### src/rtl/spi_slave_pkg.sv
// Shared types and helpers for the SPI target block.
package spi_pkg;

  typedef enum logic [1:0] {IDLE, SHIFT, ABORT} spi_slave_state_t;

  // Only CPHA=0 timing is implemented; CPOL picks the idle level of SCLK.
  localparam bit CPHA0     = 1'b0;
  localparam bit CPOL_LOW  = 1'b0;
  localparam bit CPOL_HIGH = 1'b1;

  // Picks the SCLK edge that moves away from the idle level.
  // Call with (rise, fall) for the lead edge, or (fall, rise) for the trail edge.
  function automatic logic sel_edge(input logic cpol, input logic rise, input logic fall);
    return cpol ? fall : rise;
  endfunction

endpackage

### src/rtl/spi_slave_if.sv
// Fabric-side word handshake for the SPI target.
interface spi_slave_if #(parameter int DWIDTH = 32);
  logic              tx_valid;
  logic              tx_ready;
  logic [DWIDTH-1:0] tx_data;
  logic              rx_valid;
  logic [DWIDTH-1:0] rx_data;
  logic              tx_underrun;
  logic              frame_err;
  logic              busy;

  modport slave  (input  tx_valid, tx_data,
                  output tx_ready, rx_valid, rx_data, tx_underrun, frame_err, busy);
  modport master (output tx_valid, tx_data,
                  input  tx_ready, rx_valid, rx_data, tx_underrun, frame_err, busy);
endinterface

### src/rtl/spi_slave_input_sync.sv
// Multi-flop synchronizer plus one history flop for edge detection.
module spi_input_sync #(
  parameter int STAGES  = 2,
  parameter bit RST_VAL = 1'b0
) (
  input  logic clk,
  input  logic reset,
  input  logic d_i,
  output logic q_o,
  output logic rise_o,
  output logic fall_o
);

  logic [STAGES-1:0] sync_q;
  logic              hist_q;

  // Shift the pin through the chain; reset parks everything at the idle level
  // so that leaving reset never looks like an edge.
  always_ff @(posedge clk) begin
    if (reset) begin
      sync_q <= {STAGES{RST_VAL}};
      hist_q <= RST_VAL;
    end else begin
      sync_q <= {sync_q[STAGES-2:0], d_i};
      hist_q <= sync_q[STAGES-1];
    end
  end

  assign q_o    = sync_q[STAGES-1];
  assign rise_o =  q_o & ~hist_q;
  assign fall_o = ~q_o &  hist_q;

endmodule

### src/rtl/spi_slave.sv
// SPI target (CPHA=0) running entirely in the system clock domain.
module spi_slave import spi_pkg::*; #(
  parameter int DWIDTH      = 32,
  parameter bit CPOL        = CPOL_HIGH,
  parameter int SYNC_STAGES = 2
) (
  input  logic clk,
  input  logic reset,
  input  logic spi_sclk,
  input  logic spi_ss_n,
  input  logic spi_mosi,
  output logic spi_miso,
  output logic spi_miso_oe,
  spi_slave_if.slave bus
);

  localparam int             CW   = $clog2(DWIDTH);
  localparam logic [CW-1:0]  LAST = CW'(DWIDTH - 1);

  logic sclk_rise, sclk_fall, ss_rise, ss_fall, mosi_s;
  logic sclk_unused, ss_unused, mosi_rise_unused, mosi_fall_unused;
  logic lead, trail;

  spi_input_sync #(.STAGES(SYNC_STAGES), .RST_VAL(CPOL)) u_sync_sclk (
    .clk(clk), .reset(reset), .d_i(spi_sclk),
    .q_o(sclk_unused), .rise_o(sclk_rise), .fall_o(sclk_fall));

  spi_input_sync #(.STAGES(SYNC_STAGES), .RST_VAL(1'b1)) u_sync_ss (
    .clk(clk), .reset(reset), .d_i(spi_ss_n),
    .q_o(ss_unused), .rise_o(ss_rise), .fall_o(ss_fall));

  spi_input_sync #(.STAGES(SYNC_STAGES), .RST_VAL(1'b0)) u_sync_mosi (
    .clk(clk), .reset(reset), .d_i(spi_mosi),
    .q_o(mosi_s), .rise_o(mosi_rise_unused), .fall_o(mosi_fall_unused));

  assign lead  = sel_edge(CPOL, sclk_rise, sclk_fall);
  assign trail = sel_edge(CPOL, sclk_fall, sclk_rise);

  spi_slave_state_t  state_q, state_d;
  logic [CW-1:0]     bit_cnt_q, bit_cnt_d;
  logic [DWIDTH-1:0] tx_sh_q, tx_sh_d;
  logic [DWIDTH-1:0] rx_sh_q, rx_sh_d;
  logic [DWIDTH-1:0] rx_data_q, rx_data_d;
  logic [DWIDTH-1:0] hold_q, hold_d;
  logic              hold_full_q, hold_full_d;
  logic              rx_valid_q, rx_valid_d;
  logic              underrun_q, underrun_d;
  logic              frame_err_q, frame_err_d;
  logic              ur_pend_q, ur_pend_d;
  logic              consume;

  // Frame sequencing, shifting and the holding register.
  always_comb begin
    state_d     = state_q;
    bit_cnt_d   = bit_cnt_q;
    tx_sh_d     = tx_sh_q;
    rx_sh_d     = rx_sh_q;
    rx_data_d   = rx_data_q;
    rx_valid_d  = 1'b0;
    underrun_d  = 1'b0;
    frame_err_d = 1'b0;
    ur_pend_d   = ur_pend_q;
    consume     = 1'b0;

    unique case (state_q)
      IDLE: begin
        if (ss_fall) begin
          state_d    = SHIFT;
          bit_cnt_d  = '0;
          rx_sh_d    = '0;
          consume    = 1'b1;
          tx_sh_d    = hold_full_q ? hold_q : '0;
          underrun_d = ~hold_full_q;
          ur_pend_d  = 1'b0;
        end
      end
      SHIFT: begin
        if (ss_rise) begin
          // A rise on SS beats any SCLK edge seen in the same cycle.
          frame_err_d = (bit_cnt_q != '0);
          ur_pend_d   = 1'b0;
          state_d     = ABORT;
        end else if (lead) begin
          rx_sh_d    = {rx_sh_q[DWIDTH-2:0], mosi_s};
          // A streamed word that started empty is only reported once the
          // master actually clocks it, so the closing trail edge of a frame
          // does not raise a false underrun.
          underrun_d = ur_pend_q;
          ur_pend_d  = 1'b0;
          if (bit_cnt_q == LAST) begin
            bit_cnt_d  = '0;
            rx_data_d  = rx_sh_d;
            rx_valid_d = 1'b1;
          end else begin
            bit_cnt_d = bit_cnt_q + 1'b1;
          end
        end else if (trail) begin
          if (bit_cnt_q != '0) begin
            tx_sh_d = tx_sh_q << 1;
          end else begin
            consume   = 1'b1;
            tx_sh_d   = hold_full_q ? hold_q : '0;
            ur_pend_d = ~hold_full_q;
          end
        end
      end
      ABORT:   state_d = IDLE;
      default: state_d = IDLE;
    endcase

    // A new word may land in the same cycle an empty holder is "consumed".
    hold_d      = hold_q;
    hold_full_d = hold_full_q & ~consume;
    if (bus.tx_valid && !hold_full_q) begin
      hold_d      = bus.tx_data;
      hold_full_d = 1'b1;
    end
  end

  // State registers.
  always_ff @(posedge clk) begin
    if (reset) begin
      state_q     <= IDLE;
      bit_cnt_q   <= '0;
      tx_sh_q     <= '0;
      rx_sh_q     <= '0;
      rx_data_q   <= '0;
      hold_q      <= '0;
      hold_full_q <= 1'b0;
      rx_valid_q  <= 1'b0;
      underrun_q  <= 1'b0;
      frame_err_q <= 1'b0;
      ur_pend_q   <= 1'b0;
    end else begin
      state_q     <= state_d;
      bit_cnt_q   <= bit_cnt_d;
      tx_sh_q     <= tx_sh_d;
      rx_sh_q     <= rx_sh_d;
      rx_data_q   <= rx_data_d;
      hold_q      <= hold_d;
      hold_full_q <= hold_full_d;
      rx_valid_q  <= rx_valid_d;
      underrun_q  <= underrun_d;
      frame_err_q <= frame_err_d;
      ur_pend_q   <= ur_pend_d;
    end
  end

  assign spi_miso_oe     = (state_q != IDLE);
  assign spi_miso        = spi_miso_oe & tx_sh_q[DWIDTH-1];
  assign bus.busy        = (state_q != IDLE);
  assign bus.tx_ready    = ~hold_full_q;
  assign bus.rx_valid    = rx_valid_q;
  assign bus.rx_data     = rx_data_q;
  assign bus.tx_underrun = underrun_q;
  assign bus.frame_err   = frame_err_q;

endmodule

### src/flat_wrapper.sv
// flat-port wrapper written by rule: the top's interface ports become plain ports
module spi_slave_flat import spi_pkg::*;
#(
  parameter int DWIDTH      = 32,
  parameter bit CPOL        = CPOL_HIGH,
  parameter int SYNC_STAGES = 2
)
  (clk, reset, spi_sclk, spi_ss_n, spi_mosi, spi_miso, spi_miso_oe, bus_tx_valid, bus_tx_data, bus_tx_ready, bus_rx_valid, bus_rx_data, bus_tx_underrun, bus_frame_err, bus_busy);
  spi_slave_if #(.DWIDTH(DWIDTH)) bus_i ();
  input  logic clk;
  input  logic reset;
  input  logic spi_sclk;
  input  logic spi_ss_n;
  input  logic spi_mosi;
  output logic spi_miso;
  output logic spi_miso_oe;
  input wire logic [$bits(bus_i.tx_valid)-1:0] bus_tx_valid;
  input wire logic [$bits(bus_i.tx_data)-1:0] bus_tx_data;
  output wire logic [$bits(bus_i.tx_ready)-1:0] bus_tx_ready;
  output wire logic [$bits(bus_i.rx_valid)-1:0] bus_rx_valid;
  output wire logic [$bits(bus_i.rx_data)-1:0] bus_rx_data;
  output wire logic [$bits(bus_i.tx_underrun)-1:0] bus_tx_underrun;
  output wire logic [$bits(bus_i.frame_err)-1:0] bus_frame_err;
  output wire logic [$bits(bus_i.busy)-1:0] bus_busy;
  assign bus_i.tx_valid = bus_tx_valid;
  assign bus_i.tx_data = bus_tx_data;
  assign bus_tx_ready = bus_i.tx_ready;
  assign bus_rx_valid = bus_i.rx_valid;
  assign bus_rx_data = bus_i.rx_data;
  assign bus_tx_underrun = bus_i.tx_underrun;
  assign bus_frame_err = bus_i.frame_err;
  assign bus_busy = bus_i.busy;
  spi_slave #(.DWIDTH(DWIDTH), .CPOL(CPOL), .SYNC_STAGES(SYNC_STAGES)) u_core (.clk(clk), .reset(reset), .spi_sclk(spi_sclk), .spi_ss_n(spi_ss_n), .spi_mosi(spi_mosi), .spi_miso(spi_miso), .spi_miso_oe(spi_miso_oe), .bus(bus_i));
endmodule
### config.mk
export PLATFORM = sky130hd
export DESIGN_NAME = spi_slave_flat
export DESIGN_NICKNAME = d
export VERILOG_FILES = /design/src/rtl/spi_slave_pkg.sv /design/src/rtl/spi_slave_if.sv /design/src/rtl/spi_slave_input_sync.sv /design/src/rtl/spi_slave.sv /design/src/flat_wrapper.sv
export SDC_FILE = /design/constraint.sdc
export NUM_CORES = 1
export LEC_CHECK = 0
export BUFFER_PORTS_ARGS = -buffer_cell sky130_fd_sc_hd__buf_2
export CAP_MARGIN = 20
export CORE_ASPECT_RATIO = 1.25
export CORE_MARGIN = 5
export CORE_UTILIZATION = 57
export DETAILED_ROUTE_END_ITERATION = 16
export PLACE_DENSITY_LB_ADDON = 0.05
export SLEW_MARGIN = 20
export SYNTH_ARGS = -nofsm -noshare
export SYNTH_HDL_FRONTEND = slang
export SYNTH_SLANG_ARGS = --single-unit
### constraint.sdc
create_clock -name clk -period 2.24 [get_ports clk]
set_input_delay 0.336 -clock clk [delete_from_list [all_inputs] [get_ports clk]]
set_output_delay 0.336 -clock clk [all_outputs]
set_load 0.1 [all_outputs]
* Word level (Yosys, flattened, before mapping)
Index checks and enable logic that the tools add are counted.
** Word-level totals
- Register bits after elaboration :: 147
- Input bits :: 38
- Word-level logic and storage cells :: 92
** Cells by class
- $add $sub $neg :: 1
- Eq/ne operators :: 10
- Multiplexer cells :: 37
- Bitwise gates (word level) :: 15
- Reduce and logical (&&, ||, !) cells :: 13
** Operator list (count)
- $mux W32 :: 6
- $mux W31 :: 3
- $pmux W32 S2 :: 1
- $pmux W31 S2 :: 1
- $mux W5 :: 4
- $mux W1 :: 15
- $reduce_and A4 Y1 :: 3
- $pmux W5 S2 :: 1
- $not A1 Y1 :: 9
- $ne A2 B1 Y1 const B :: 4
- $and A1 B1 Y1 :: 6
- $pmux W1 S2 :: 3
- $add A5 B1 Y5 const B :: 1
- $eq A5 B5 Y1 const B :: 1
- $reduce_and A5 Y1 :: 1
- $reduce_bool A5 Y1 :: 1
- $mux W2 :: 2
- $ne A2 B2 Y1 const B :: 2
- $ne A4 B1 Y1 const B :: 1
- $ne A4 B2 Y1 const B :: 1
- $pmux W2 S2 :: 1
- $reduce_bool A2 Y1 :: 2
- $reduce_or A4 Y1 :: 1
- $reduce_or A3 Y1 :: 1
- other kinds (5) :: 5

* Logic depth before layout (Yosys ltp)
Gate-level depths: netlist (run 1).
- Word-level depth :: 9
- Mapped depth :: 7
- Gate-level depth less buffers :: 6

* By module
Synthesis (run 1) repeated with hierarchy kept, for this count alone.
** Unflattened totals
- Cells, all modules :: 666
- Area, all modules :: 5923.2 µm²
** By module, submodules not included
- spi_slave :: instances 1, cells an instance 642, area an instance 5646.7 µm², sequential area each 2782.7 µm²
- spi_input_sync at u_core.u_sync_sclk ... :: instances 2, cells an instance 8, area an instance 92.6 µm², sequential area each 60.1 µm²
- spi_input_sync at u_core.u_sync_mosi :: instances 1, cells an instance 8, area an instance 91.3 µm², sequential area each 60.1 µm²

* Worst setup path before layout (run 1)
OpenSTA, ideal clock, no wires.
- Path kind :: register to output
- Start :: reg u_core.state_q[1]
- End :: out spi_miso
- Arrival time :: 2020 ps
- Path slack :: -116 ps
- Stages on the path, launching flop included :: 4
- Buffers on the path :: 1
- Cell sequence :: dfxtp_1 clkbuf_1 or2_2 and2_1
** On the way
- Longest elaborated chain between the ends :: 2
** Ends and longest elaborated chain
- from (decl) :: RTL line spi_slave.sv:39 : spi_slave_state_t state_q, state_d;
- from (signal assigned) :: RTL line spi_slave.sv:135 : state_q <= state_d;
- $reduce_bool A2 Y1
- via bus_busy :: RTL line flat_wrapper.sv:24 : output wire logic [$bits(bus_i.busy)-1:0] bus_busy;
- $and A1 B1 Y1 :: RTL line spi_slave.sv:150 : assign spi_miso = spi_miso_oe & tx_sh_q[DWIDTH-1];
- to (decl) :: RTL line flat_wrapper.sv:15 : output logic spi_miso;
The timed path passes the listed nets, and every way through them passes these cells.

* Worst setup path in the final report (run 1)
- Start :: reg u_core.state_q[1]
- End :: out spi_miso
** On the way
- Longest elaborated chain between the ends :: 2
** Ends and longest elaborated chain
- $reduce_bool A2 Y1 :: RTL line spi_slave.sv:149 : assign spi_miso_oe = (state_q != IDLE);
- $and A1 B1 Y1 :: RTL line spi_slave.sv:150
Every way passes these cells.

==> results of run 1 <==
==> per-stage QoR <==
stage          hold WS [ps]  instances  area (sq um)  util (%)  power, mW
2_1_floorplan           389        657          6020         -       3.06
3_3_place_gp            406        828          6520      62.4       3.15
3_5_place_dp            400        828          6520      62.4       3.16
4_1_cts                98.4        859          7130      68.2       6.04
5_1_grt                 111        859          7130      68.2       6.19
6_report                111        859          7130      68.2       5.98
==> worst min-delay path by stage <==
stage                                   endpoint  slack, ps  depth (start not counted)
floorplan           u_core.u_sync_sclk.sync_q[1]        390                          1
global placement      u_core.u_sync_ss.sync_q[1]        410                          1
detailed placement    u_core.u_sync_ss.sync_q[1]        400                          1
CTS                 u_core.u_sync_sclk.sync_q[0]        100                          2
global route          u_core.u_sync_ss.sync_q[0]        110                          2
finish              u_core.u_sync_sclk.sync_q[0]        110                          2
==> cell families after synthesis <==
family                   Yosys count
adder cells (fa/ha/maj)            4
multiplexers                      65
buffers and inverters             59
AO/OA/AOI/OAI                     79
flip-flops                       147
AND/OR/NAND/NOR                  303
==> layer usage <==
| layer | part of all wire [%] | track usage (%) | wire length [um] |
|---|---|---|---|
| met1 | 43 | 22.6 | 5270 |
| met4 | 1.7 | 7.88 | 205 |
| met2 | 52 | 35.8 | 6300 |
| met5 | 0 | 0 | 0 |
| met3 | 3.7 | 3.59 | 447 |
==> synthesized netlist by cell type (all sizes together) (2+ instances only) <==
master	number	area [sq um]
a21oi	37	185
o21ai	2	10.0
nor3	5	25.0
or2	7	43.8
nand2	130	488
nor2	68	258
ha	3	37.5
nor2b	9	56.3
buf	23	143
inv	7	26.3
nand4	4	25.0
and3	3	18.8
nand2b	36	225
dfxtp	147	2940
mux2i	65	651
a31oi	3	33.8
a311oi	32	455
nand3	32	160
clkbuf	29	109
nor3b	3	22.5
==> registers in the layout, indices dropped and copies added, names as in the netlist <==
signal / count
u_core.u_sync_sclk.sync_q: 2
u_core.u_sync_mosi.sync_q: 2
u_core.bus.rx_data: 32
u_core.ur_pend_q: 1
u_core.bus.frame_err: 1
u_core.rx_sh_q: 31
u_core.u_sync_ss.sync_q: 2
u_core.bit_cnt_q: 5
u_core.tx_sh_q: 32
u_core.u_sync_ss.hist_q: 1
u_core.hold_q: 32
u_core.state_q: 2
u_core.u_sync_sclk.hist_q: 1
u_core.bus.tx_underrun: 1
u_core.hold_full_q: 1
u_core.bus.rx_valid: 1
==> power by group through the flow <==
stage | Combinational, mW | Sequential (mW) | Clock, mW
final | 0.373 | 2.73 | 2.88
after global routing | 0.411 | 2.74 | 3.04
after CTS | 0.377 | 2.73 | 2.93
after detailed placement | 0.377 | 2.78 | 0
after global placement | 0.366 | 2.78 | 0
after floorplan | 0.288 | 2.78 | 0
==> cell type report <==
| cell class | count | area (sq um) |
|---|---|---|
| Clock buffer | 23 | 478 |
| Fill cell | 879 | 3330 |
| Clock inverter | 8 | 126 |
| Inverter | 7 | 26.3 |
| Sequential cell | 147 | 2940 |
| Tap cell | 132 | 165 |
| Timing Repair Buffer | 91 | 571 |
| Multi-Input combinational cell | 451 | 2820 |
==> cell usage in the layout, fill, tap and decap left out, types with 2 or more instances in the layout <==
| master | synthesis | routed |
|---|---|---|
| a21oi_1 | 37 | 37 |
| a311oi_1 | 4 | 4 |
| a311oi_2 | 28 | 28 |
| a31oi_1 | 2 | 2 |
| and3_1 | 3 | 3 |
| buf_12 | 0 | 6 |
| buf_2 | 6 | 75 |
| buf_4 | 7 | 10 |
| bufinv_16 | 0 | 3 |
| clkbuf_1 | 29 | 3 |
| clkbuf_16 | 0 | 17 |
| clkbuf_8 | 0 | 3 |
| clkinvlp_4 | 0 | 3 |
| dfxtp_1 | 147 | 147 |
| ha_1 | 3 | 3 |
| inv_1 | 7 | 7 |
| mux2i_1 | 65 | 65 |
| nand2_1 | 130 | 130 |
| nand2b_1 | 36 | 36 |
| nand3_1 | 32 | 32 |
| nand4_1 | 4 | 4 |
| nor2_1 | 67 | 67 |
| nor2b_1 | 9 | 7 |
| nor2b_2 | 0 | 2 |
| nor3_1 | 5 | 5 |
| nor3b_1 | 3 | 2 |
| o21ai_0 | 2 | 2 |
| or2_2 | 7 | 7 |
==> results.cfg, run 1 <==
[global_routing]
antenna_found_initial = 0
grt_usage_pct = 19.8
grt_max_degree = 97
grt_pass1_vias = 4668
grt_pass1_wl_mm = 20.7
grt_overflow = 0

[logic_synthesis]
synth.distinct_cells = 38
synthArstFlopShare_pct = 0
synthMuxAreaShare_pct = 10.8
avgSynthCellArea_sq_um = 9.17
yosys.area_share.xor_xnor_pct = 0
ys_ff_latch = 147
syn_area_sq_mm = 0.00602
synth-simple-area-share_pct = 22.9
synthFlopType = dfxtp_1
syn_inst = 657
synth_edf_count = 0
ys_seq_area_share_pct = 48.9
synth_top_family_by_area = simple AND/OR/NAND/NOR gates
synthAdderAreaFrac_pct = 0.790
synth_compound_area_share_pct = 12.0
synth_nets = 698
synth.yosys.warnings = 0

[die]
die_y_um = 125
row_count = 42
die_w_um = 102
io_pins = 77
dieArea_sq_mm = 0.0127
coreArea_sq_mm = 0.0105
start_util_pct = 57.6

[worst_hold_path]
min_path_type = input port to flip-flop
holdCritStartpoint = spi_sclk

[sta]
fmax_ghz = 0.483
min_period_ps = 2070
fin_crit_sh_pct = 92.5
worst_pin_slew_ps = 501
fin_setup_tns_ps = 0
hold_viol = 0
finalMaxSlewViolations = 0
slew_headroom_pct = 66.8
setup_violations = 0
rsz0062_at_grt = no
layout_setup_ws_ps = 168
fin_skew_ps = 6.52

[power]
seqPwrFrac_pct = 45.6
pwr-share-comb_pct = 6.2
power.density_mw_per_mm2 = 840
p_sw_share_pct = 22.0
intPower_mw = 4.67
vdd_drop_max_mv = 0.493
leakage_nw = 2.84
power_switching_mw = 1.32
clkPwrFrac_pct = 48.1

[detailed_routing]
final_antenna_net_count = 0
via_count = 4650
viasPerCell = 5.41
first_pass_iters = 4
drt-initial-drc-count = 168
drt-total-wl_mm = 12.2
drc = 0
wl_per_cell_um = 14.2

[clock_tree]
htree_levels = 4
clk_pin_slew_ps = 50
cts_resized = 0
clock_latency_ps = 410
clock_sinks = 147
post-cts-setup-buffers = 0
cts_tree = yes
cts_made_buffers = 17
cts-root-buf = clkbuf_16
ctsHoldBuffers = 0
cts_buffer_depth = 2

[critical_path]
cp.required_ps = 1900
crit_family = flip-flops
crit_start = u_core.state_q[1]
critPathMaxStageDelay_ps = 560
reg2reg_depth = 5
cpMaxStageDelayCell = dfxtp_1
worstSetupPathType = flip-flop to primary output
cp-end-kind = primary output
worst-path-stages = 3
r2r_start = u_core.u_sync_ss.hist_q
cp_num_buf_inv = 1
cp.arrival_ps = 1740
r2r_end = u_core.tx_sh_q[29]
cp-start-kind = flip-flop
rrSetupSlack_ps = 330
cp-endpoint = spi_miso
worstPathCellList = or2_2 -> and2_2 -> buf_2
crit_fanout = 10

[placement]
place_congestion = 0.775
hpwl_mm = 7.76
post-place-ws_ps = 345
port_buffers = 76

[cells_and_area]
area_delta_synth_final_pct = 18.3
drive_above_1_share_pct = 22.3
diodes = 0
final_net_count = 756

[flow_run]
max-cap-violations = 0

[outcome]
outcome = complete, no violations
(Power assumes the default switching activity.)
==> run 2, diff against run 1 <==
==> constraint.sdc (replaced) <==
create_clock -name clk -period 2.24 [get_ports clk]
set_input_delay 0.112 -clock clk [delete_from_list [all_inputs] [get_ports clk]]
set_output_delay 0.112 -clock clk [all_outputs]
set_load 0.1 [all_outputs]
==> run 2 against run 1 <==
  * Global-route usage rose by 0.27 points
  * Register-to-register slack lost 96 ps
  * Worst hold slack improved by 300 ps
  * Final cell count is 4.5% higher
  * Core utilization is 3.3 points higher
  * Fmax increased by 3.3%
  * Via count increased by 3.6%
  * Flip-flop and latch count is the same
  * Combinational power is 13% higher
  * Critical path type is now flip-flop to flip-flop
==> results.cfg, run 2 (same netlist as run 1, synthesis figures left out) <==
[sta]
layout_setup_ws_ps = 234
fin_crit_sh_pct = 89.6
worst_pin_slew_ps = 607
slew_headroom_pct = 59.6
min_period_ps = 2010
hold_viol = 0
fmax_ghz = 0.498
fin_setup_tns_ps = 0
fin_skew_ps = 14.3
finalMaxSlewViolations = 0
setup_violations = 0
rsz0062_at_grt = no

[power]
leakage_nw = 3.00
vdd_drop_max_mv = 0.498
power.density_mw_per_mm2 = 782

[clock_tree]
cts-root-buf = clkbuf_16
cts_tree = yes
post-cts-setup-buffers = 0
clk_pin_slew_ps = 60
clock_latency_ps = 420
cts_buffer_depth = 2
htree_levels = 4
cts_resized = 0
clock_sinks = 147
ctsHoldBuffers = 37
cts_made_buffers = 17

[flow_run]
max-cap-violations = 0

[cells_and_area]
final_common_cell = dfxtp_1
drive_above_1_share_pct = 21.7
final_cell_mix = 147 x dfxtp_1, 130 x nand2_1, 75 x buf_2
diodes = 0
final_net_count = 794
area_delta_synth_final_pct = 24.1

[critical_path]
r2r_start = u_core.state_q[0]
cp-endpoint = u_core.tx_sh_q[19]
cp-end-kind = flip-flop
r2r_end = u_core.tx_sh_q[19]
cp-start-kind = flip-flop
reg2reg_depth = 5
crit_start = u_core.state_q[0]
worstSetupPathType = flip-flop to flip-flop
cp.required_ps = 2560
crit_fanout = 64
cp.arrival_ps = 2330
rrSetupSlack_ps = 230

[die]
coreArea_sq_mm = 0.0105
io_pins = 77
start_util_pct = 57.6
die_y_um = 125
row_count = 42
dieArea_sq_mm = 0.0127
die_w_um = 102

[global_routing]
grt_overflow = 0
grt_usage_pct = 20.1
antenna_found_initial = 0
grt_pass1_wl_mm = 21.1
grt_pass1_vias = 4776
grt_max_degree = 91

[detailed_routing]
wl_per_cell_um = 13.9
final_antenna_net_count = 0
viasPerCell = 5.37
drt-total-wl_mm = 12.5
drt-initial-drc-count = 210
drc = 0
via_count = 4818
first_pass_iters = 4

[placement]
place_congestion = 0.792
hpwl_mm = 7.63
port_buffers = 76
post-place-ws_ps = 234

[worst_hold_path]
holdCritStartpoint = u_core.u_sync_sclk.sync_q[0]
min_path_type = flip-flop to flip-flop

[outcome]
outcome = complete, no violations
run 2: changes by cell type in the layout (fill, tap and decap cells not counted), sizes merged, moves of 2 or more:
| cell | previous run | this run |
|---|---|---|
| bufinv | 3 | 1 |
| dlygate4sd3 | 0 | 37 |
| clkbuf | 23 | 20 |
| clkinv | 2 | 7 |
| inv | 7 | 9 |
run 2: final cells by class:
class / instances / area, sq um
fillers: 813 / 2990
well taps: 132 / 165
inverters: 7 / 26.3
flip-flops and latches: 147 / 2940
clock buffers: 20 / 467
multi-input cells: 451 / 2820
clock inverters: 12 / 105
repair buffers: 129 / 948
run 2: report_power, final:
part / switching (mW) / internal (mW)
logic: 0.238 / 0.185
registers: 0.0415 / 2.69
clock network: 1.08 / 1.61
run 2: per-stage QoR:
stage          hold slack, ps  utilization [%]  cells  cell area [sq um]  power, mW
2_1_floorplan             216                -    657               6020       3.06
3_3_place_gp              297             62.4    829               6530       3.15
3_5_place_dp              302             62.4    829               6530       3.16
4_1_cts                   406             71.4    898               7470       5.90
5_1_grt                   428             71.4    898               7470       6.05
6_report                  413             71.4    898               7470       5.84
run 2: critical path: stages, from the launching register on:
cell	delay [ps]
dfxtp_1	540
or4bb_1	490
a31oi_4	210
buf_12	320
nor2_1	110
a311oi_2	240
run 2: routing by layer:
metal | routed length [um] | GRT usage (%) | part of all wire [%] | vias to the layer above
met1 | 5330 | 22.9 | 43 | 2261
li1 | - | - | - | 2423
met2 | 6290 | 34.8 | 50 | 105
met4 | 312 | 7.95 | 2.5 | 0
met5 | 0 | 0 | 0 | -
met3 | 567 | 5.83 | 4.5 | 29
run 2: worst min-delay path by stage:
stage,to,slack (ps),cells past startpoint
2_1_floorplan,u_core.u_sync_sclk.sync_q[0],220,1
3_3_place_gp,u_core.u_sync_sclk.sync_q[0],300,2
3_5_place_dp,u_core.u_sync_sclk.sync_q[0],300,2
4_1_cts,u_core.u_sync_sclk.sync_q[0],410,3
5_1_grt,u_core.u_sync_sclk.sync_q[0],430,3
6_report,u_core.u_sync_sclk.sync_q[1],410,1
